### src/rtl/fir_decimate_if.sv
// FIFO-side handshake bundle for fir_decimate: master is the filter, slave is the FIFO pair.
interface fir_decimate_if;
    logic               in_rd_en;
    logic               in_empty;
    logic signed [31:0] in_dout;
    logic               out_wr_en;
    logic               out_full;
    logic signed [31:0] out_din;

    modport master (
        output in_rd_en,
        input  in_empty,
        input  in_dout,
        output out_wr_en,
        input  out_full,
        output out_din
    );

    modport slave (
        input  in_rd_en,
        output in_empty,
        output in_dout,
        input  out_wr_en,
        output out_full,
        input  out_din
    );
endinterface

### src/rtl/fir_decimate.sv
// Decimating FIR low-pass, single sequential MAC; FIR_DECIMATE_SATURATE_EN selects a 64-bit clamped accumulator.
// Latency: last read of a window at t -> MAC over t+1..t+TAPS -> write at t+TAPS+1.
// Backpressure: in_empty stalls filling, out_full holds the result indefinitely; reads and writes never overlap.
module fir_decimate #(
    parameter int TAPS       = 32,
    parameter int DECIMATION = 8,
    parameter int QUANT_BITS = 10,
    parameter logic signed [31:0] COEFFS [0:TAPS-1] = '{default: 32'sd1024}
) (
    input  logic          clock,
    input  logic          reset,
    fir_decimate_if.master bus
);
    localparam int CW = (DECIMATION > 1) ? $clog2(DECIMATION) : 1;
    localparam int TW = (TAPS > 1) ? $clog2(TAPS) : 1;
    localparam logic [CW-1:0] LAST_FILL = CW'(DECIMATION - 1);
    localparam logic [TW-1:0] LAST_TAP  = TW'(TAPS - 1);

    typedef enum logic [1:0] {S_FILL, S_MAC, S_OUT} state_t;

    state_t             state, state_nxt;
    logic signed [31:0] x [0:TAPS-1];
    logic [CW-1:0]      fill_cnt;
    logic [TW-1:0]      tap;
    logic signed [63:0] coef_ext, samp_ext, product;
    logic signed [31:0] result;
    logic               rd, wr;

`ifdef FIR_DECIMATE_SATURATE_EN
    localparam logic signed [63:0] MAX32 = 64'sd2147483647;
    localparam logic signed [63:0] MIN32 = -64'sd2147483648;
    logic signed [63:0] acc;

    always_comb begin
        if (acc > MAX32)
            result = 32'sh7fff_ffff;
        else if (acc < MIN32)
            result = 32'sh8000_0000;
        else
            result = acc[31:0];
    end
`else
    logic signed [31:0] acc;

    assign result = acc;
`endif

    // Full-width signed product; the arithmetic shift floors toward -inf.
    assign coef_ext = {{32{COEFFS[tap][31]}}, COEFFS[tap]};
    assign samp_ext = {{32{x[tap][31]}}, x[tap]};
    assign product  = coef_ext * samp_ext;

    always_ff @(posedge clock or posedge reset) begin
        if (reset)
            state <= S_FILL;
        else
            state <= state_nxt;
    end

    always_comb begin
        state_nxt = state;
        rd        = 1'b0;
        wr        = 1'b0;
        case (state)
            S_FILL: begin
                rd = !bus.in_empty;
                if (rd && fill_cnt == LAST_FILL)
                    state_nxt = S_MAC;
            end
            S_MAC: begin
                if (tap == LAST_TAP)
                    state_nxt = S_OUT;
            end
            S_OUT: begin
                wr = !bus.out_full;
                if (wr)
                    state_nxt = S_FILL;
            end
            default: state_nxt = S_FILL;
        endcase
        // Outputs are quiet while reset is held, whatever state is being cleared.
        if (reset) begin
            rd = 1'b0;
            wr = 1'b0;
        end
    end

    assign bus.in_rd_en  = rd;
    assign bus.out_wr_en = wr;
    assign bus.out_din   = wr ? result : 32'sd0;

    always_ff @(posedge clock or posedge reset) begin
        if (reset) begin
            for (int k = 0; k < TAPS; k++)
                x[k] <= '0;
            acc      <= '0;
            fill_cnt <= '0;
            tap      <= '0;
        end else begin
            case (state)
                S_FILL: begin
                    if (rd) begin
                        for (int k = TAPS - 1; k > 0; k--)
                            x[k] <= x[k-1];
                        x[0] <= bus.in_dout;
                        if (fill_cnt == LAST_FILL) begin
                            fill_cnt <= '0;
                            acc      <= '0;
                            tap      <= '0;
                        end else begin
                            fill_cnt <= fill_cnt + 1'b1;
                        end
                    end
                end
                S_MAC: begin
`ifdef FIR_DECIMATE_SATURATE_EN
                    acc <= acc + (product >>> QUANT_BITS);
`else
                    acc <= acc + 32'(product >>> QUANT_BITS);
`endif
                    tap <= (tap == LAST_TAP) ? '0 : tap + 1'b1;
                end
                default: ;
            endcase
        end
    end
endmodule

### src/flat_wrapper.sv
// flat-port wrapper written by rule: the top's interface ports become plain ports
module fir_decimate_flat 
#(
    parameter int TAPS       = 32,
    parameter int DECIMATION = 8,
    parameter int QUANT_BITS = 10,
    parameter logic signed [31:0] COEFFS [0:TAPS-1] = '{default: 32'sd1024}
)
  (clock, reset, bus_in_rd_en, bus_in_empty, bus_in_dout, bus_out_wr_en, bus_out_full, bus_out_din);
  fir_decimate_if bus_i ();
  input  logic clock;
  input  logic reset;
  output wire logic [$bits(bus_i.in_rd_en)-1:0] bus_in_rd_en;
  input wire logic [$bits(bus_i.in_empty)-1:0] bus_in_empty;
  input wire logic [$bits(bus_i.in_dout)-1:0] bus_in_dout;
  output wire logic [$bits(bus_i.out_wr_en)-1:0] bus_out_wr_en;
  input wire logic [$bits(bus_i.out_full)-1:0] bus_out_full;
  output wire logic [$bits(bus_i.out_din)-1:0] bus_out_din;
  assign bus_in_rd_en = bus_i.in_rd_en;
  assign bus_i.in_empty = bus_in_empty;
  assign bus_i.in_dout = bus_in_dout;
  assign bus_out_wr_en = bus_i.out_wr_en;
  assign bus_i.out_full = bus_out_full;
  assign bus_out_din = bus_i.out_din;
  fir_decimate #(.TAPS(TAPS), .DECIMATION(DECIMATION), .QUANT_BITS(QUANT_BITS), .COEFFS(COEFFS)) u_core (.clock(clock), .reset(reset), .bus(bus_i));
endmodule
### config.mk
export PLATFORM = sky130hd
export DESIGN_NAME = fir_decimate_flat
export DESIGN_NICKNAME = d
export VERILOG_FILES = /design/src/rtl/fir_decimate_if.sv /design/src/rtl/fir_decimate.sv /design/src/flat_wrapper.sv
export SDC_FILE = /design/constraint.sdc
export NUM_CORES = 2
export LEC_CHECK = 0
export ABC_AREA = 1
export CAP_MARGIN = 20
export CORE_AREA = 2 2 342 260
export CTS_CLUSTER_SIZE = 12
export DETAILED_ROUTE_END_ITERATION = 8
export DIE_AREA = 0 0 344 262
export PLACE_DENSITY = 0.75
export SKIP_LAST_GASP = 1
export SLEW_MARGIN = 20
export SYNTH_ARGS = -nofsm -noshare
export SYNTH_HDL_FRONTEND = slang
export SYNTH_SLANG_ARGS = --single-unit
export TNS_END_PERCENT = 20
### constraint.sdc
create_clock -name clock -period 59 [get_ports clock]
set_clock_uncertainty 0.15 [all_clocks]
set_input_delay 8.85 -clock clock [delete_from_list [all_inputs] [get_ports clock]]
set_output_delay 8.85 -clock clock [all_outputs]
set_load 0.005 [all_outputs]
# Yosys cells after proc, flatten, opt, wreduce, memory -nomap -nowiden
# Memories as Yosys holds them, arrays and structs flattened.
# Index checks and enable logic that the tools add are counted.
# op_classes
add_sub_neg	3
mul	1
order_cmp	1
n_eq_ne	9
n_mux	22
bitwise_logic	1
reduce_logical	8
# ops
cell	count
$mux W32	7
$bmux W32 S5	1
$pmux W32 S2	1
$mul A32 B32 Y42	1
$add A32 B32 Y32	1
$mux W5	3
$pmux W5 S2	1
$ge A6 B6 Y1 const B	1
$mux W2	3
$ne A2 B1 Y1 const B	3
$not A5 Y6	1
$pmux W2 S3	1
$reduce_and A3 Y1	2
$add A5 B1 Y5 const B	1
$eq A5 B5 Y1 const B	1
$mux W1	4
$ne A2 B2 Y1 const B	2
$add A3 B1 Y3 const B	1
$eq A3 B3 Y1 const B	1
$mux W3	1
$eq A2 B1 Y1 const B	1
$eq A2 B2 Y1 const B	1
$logic_not A1 Y1	2
$logic_not A2 Y1	1
other kinds (3)	3
# totals
register_bits	1066
romBits	1024
input_bits	36
output_inout_bits	34
word_cells	82
mem_count	1
# memory_table
name	words	width	read_ports	rd_ports_with_merged_regs	wr	line_no	rtl
(no name shown)	32	32	1	0	0	fir_decimate.sv:49	assign coef_ext = {{32{COEFFS[tap][31]}}, COEFFS[tap]};

# Logic depth before layout (Yosys ltp)
# depth
ltp_word	7
depth_mapped	34
ltp_nobuf	31

# Least setup slack after synthesis
# No wires, ideal clock.
# synth_path
path_kind	in2out
from	input port reset
to	output port bus_in_rd_en
arrival_time_ps	9683
required_ps	50000
path_slack_ps	40317
stages	4
path_buffers	3
path_cell_list	nor3_4 > buf_2 > buf_2 > buf_2
# synth_via
elab_chain_len	1
# synth_lines
item	line_no	rtl
start, declared	flat_wrapper.sv:12	input logic reset;
$mux W1	fir_decimate.sv:82	if (reset) begin
end, declared	flat_wrapper.sv:13	output wire logic [$bits(bus_i.in_rd_en)-1:0] bus_in_rd_en;
# Every way passes these cells.

# Worst setup path in the final report
# layout_path
from	input port reset
to	output port bus_out_din[4]
# layout_via
elab_chain_len	2
# layout_lines
item	line_no	rtl
$mux W1	fir_decimate.sv:82	
$mux W32	fir_decimate.sv:90	assign bus.out_din = wr ? result : 32'sd0;
end, declared	flat_wrapper.sv:18	output wire logic [$bits(bus_i.out_din)-1:0] bus_out_din;
# Every way passes these cells.

==> impl_results.md <==
* Cell variety after synth at 34
* Critical path class: in2out
* Crit path DAT at 10.98 ns
* Setup TNS at 0 ns
* Global-route wire length before repair at 211 mm
* Residual DRC at 0
* Cts hold-fix bufs at 0
* Maximum number of pins on one net before global-route repair at roughly 220
* Most common cell after layout, fill and taps aside: nand2_1
* Synthesized flop and latch total at about 1100
* Die extent in x at 344 um
* R2r worst-path depth at 31
* Main combinational cell family by area after synthesis: simple AND/OR/NAND/NOR gates
* Post-CTS Setup Bufs at 0
* GR Util met2 at 45.4%
* Clock Path Buffers at 3
* EDFF count, synth at 0
* Max cap viols at 0
* Routed Antenna Nets at 0
* Die height at between 200 and 300 um
* Grt ovf at 0
* Port Buf Inserts at 69
* Synthesized area at 51600 sq um
* Top cell type's share of synthesized area at 51.7%
* CTS tree: built
* Most used routing layer: met2
* Max Slew Vio Count at 0
* RSZ-0062 raised after global routing: false
* Vias in the first global route at 40500
* Post-DR wirelength/cell at 17.0 um
* Final min period at 19.98 ns
* CP Capture Type: output port
* Worst R2R End: u_core.acc[31]$_DFFE_PP0P_
* Final Hold Viols at 0
* TritonCTS Sinks at about 1100
* Fin area at roughly 56000 sq um
* Worst Path Required at ~50 ns
* Iter 0 DRT Violations at 4382
* Placed cell areas at 52600 sq um
* TritonRoute pass-1 iters at 6
* Setup slack, reg-to-reg at just over 50 ns
* Antenna diodes at 0
* Met1 Usage GRT at 41.5%
* IO Pins at 70
* R2r startpoint: u_core.tap[0]$_DFFE_PP0P_
* Ratio of final minimum period to clock period at 33.9%
* Total track usage at just under 30%
* Startpoint types: input port
* Post-CTS Resized at 0
* Endpoints failing setup at 0
* Layout cells sized above 1 at 3.28%
* Nets at 6559
* Num CTS Buffers at 104
* Clock root buffer master: clkbuf_16
* Run status: finished clean
* Top area cells in the synthesized netlist: dfrtp_1, nand2_1, o21ai_0
* CP max FO at 32
* Most frequent cells in the layout: nand2_1, o21ai_0, dfrtp_1
* Post-synthesis simple-gate area fraction at around 19%
* Area Growth Syn to Fin at 7.71%
* Worst-Skew Late Latency at 0.69 ns
* Initial antenna violation count at 3
* Adder-Cell Fraction of Synth Area at between 2 and 2.5%
* Top_reg_cell synth: dfrtp_1
* Hold endpoint: u_core.x[29]$_DFFE_PP0P_
* Routed vias/inst at 5.69
* Register area share after synthesis at 51.7%
* Total wire length at 130 mm
* Post-synth ARST share at 100%
* Fmax at 50.0 MHz
* Syn Inst Count at 6643
* Syn_area_per_cell at 7.77 sq um
* Dpl hpwl at 76.3 mm
* Post-synthesis mux area share at 0%
* Cell type with the largest total area after synthesis: dfrtp_1
* Cell Rows at 94
* CTS clk-pin slew, worst paths at 0.06 ns
* Hold Path Origin: u_core.x[29]$_DFFE_PP0P_
* H-Tree Depth at 3
* Routability congestion estimate at 0.929
* Synthesized Nets at 6763
* Initial core utilization at 59.5%
* Core area at 86800 sq um
* Vias at approximately 43000
* Worst Hold Depth at 2
* Met3 Use GR at 4.41%
* XOR/XNOR Fraction of Synth Area at 0.254%
* Slew margin rel. at 26.1%
* Worst Hold Class: reg2reg
* Compound-gate portion of the synthesized area at 18.2%
* Die area at 90100 sq um
* Slew @ Worst Pin at 1.11 ns
* Yosys warns at 0
-- cell families after synthesis --
group,count (synthesis)
buffers and inverters,1117
flip-flops,1066
AND/OR/NAND/NOR,2528
AO/OA/AOI/OAI,1833
XOR/XNOR,15
adder cells (fa/ha/maj),84
-- worst max-delay path: stages --
cell and delay, ns:
clkdlybuf4s50_1 0.60, nor3_1 0.31, inv_1 0.43, nor2_1 0.26, clkdlybuf4s50_1 0.53
-- state kept, by name (all words and copies together) (netlist names) --
signal and count:
u_core.state 2, u_core.tap 5, u_core.x 1024, u_core.fill_cnt 3, u_core.acc 32
-- stage by stage --
step | hold WS [ns] | instances | worst slack, ns | util [%]
6_report | 0.322 | 7640 | 39.02 | 64.1
5_1_grt | 0.339 | 7640 | 38.79 | 64.1
4_1_cts | 0.325 | 7640 | 39.03 | 64.1
3_5_place_dp | 0.309 | 7485 | 39.03 | 60.5
3_3_place_gp | 0.305 | 7485 | 39.10 | 60.5
2_1_floorplan | 0.293 | 6643 | 19.99 | -
-- synthesized netlist by cell type (all sizes together) (5+ instances only) --
cell type / count
nand2: 2048
o21ai: 1324
dfrtp: 1066
inv: 671
a21oi: 382
nand3: 280
clkbuf: 249
buf: 197
nor2: 150
ha: 82
o22ai: 69
o211ai: 43
nand4: 32
nor3: 8
xnor2: 8
xor2: 7
a31oi: 5
-- how the worst max path moves through the flow --
stage / depth (start not counted) / to / slack [ns] / from
finish: 5 / bus_out_din[4] / 39.02 / reset
detailed placement: 5 / bus_out_din[4] / 39.03 / reset
floorplan: 1 / u_core.acc[0]$_DFFE_PP0P_ / 19.99 / reset
CTS: 5 / bus_out_din[4] / 39.03 / reset
global placement: 5 / bus_out_din[0] / 39.10 / reset
global route: 5 / bus_out_din[4] / 38.79 / reset
-- area by class of cell --
cell class / instances / area (sq um)
Timing Repair Buffer: 136 / 1300
Sequential cell: 1066 / 26700
Fill cell: 7359 / 31200
Multi-Input combinational cell: 4460 / 20600
Inverter: 671 / 2550
Clock buffer: 140 / 2850
Clock inverter: 15 / 223
Tap cell: 1152 / 1440
-- per-layer routing --
layer / up-vias / share of wire (%)
met1: 20800 / 45
met2: 1326 / 45
li1: 21000 / -
met4: 0 / 3.5
met3: 248 / 6.6
met5: - / 0
Power is left out: the tool's default activity adds up to more than one toggle a clock period on the data nets, which glitch-free logic cannot reach.
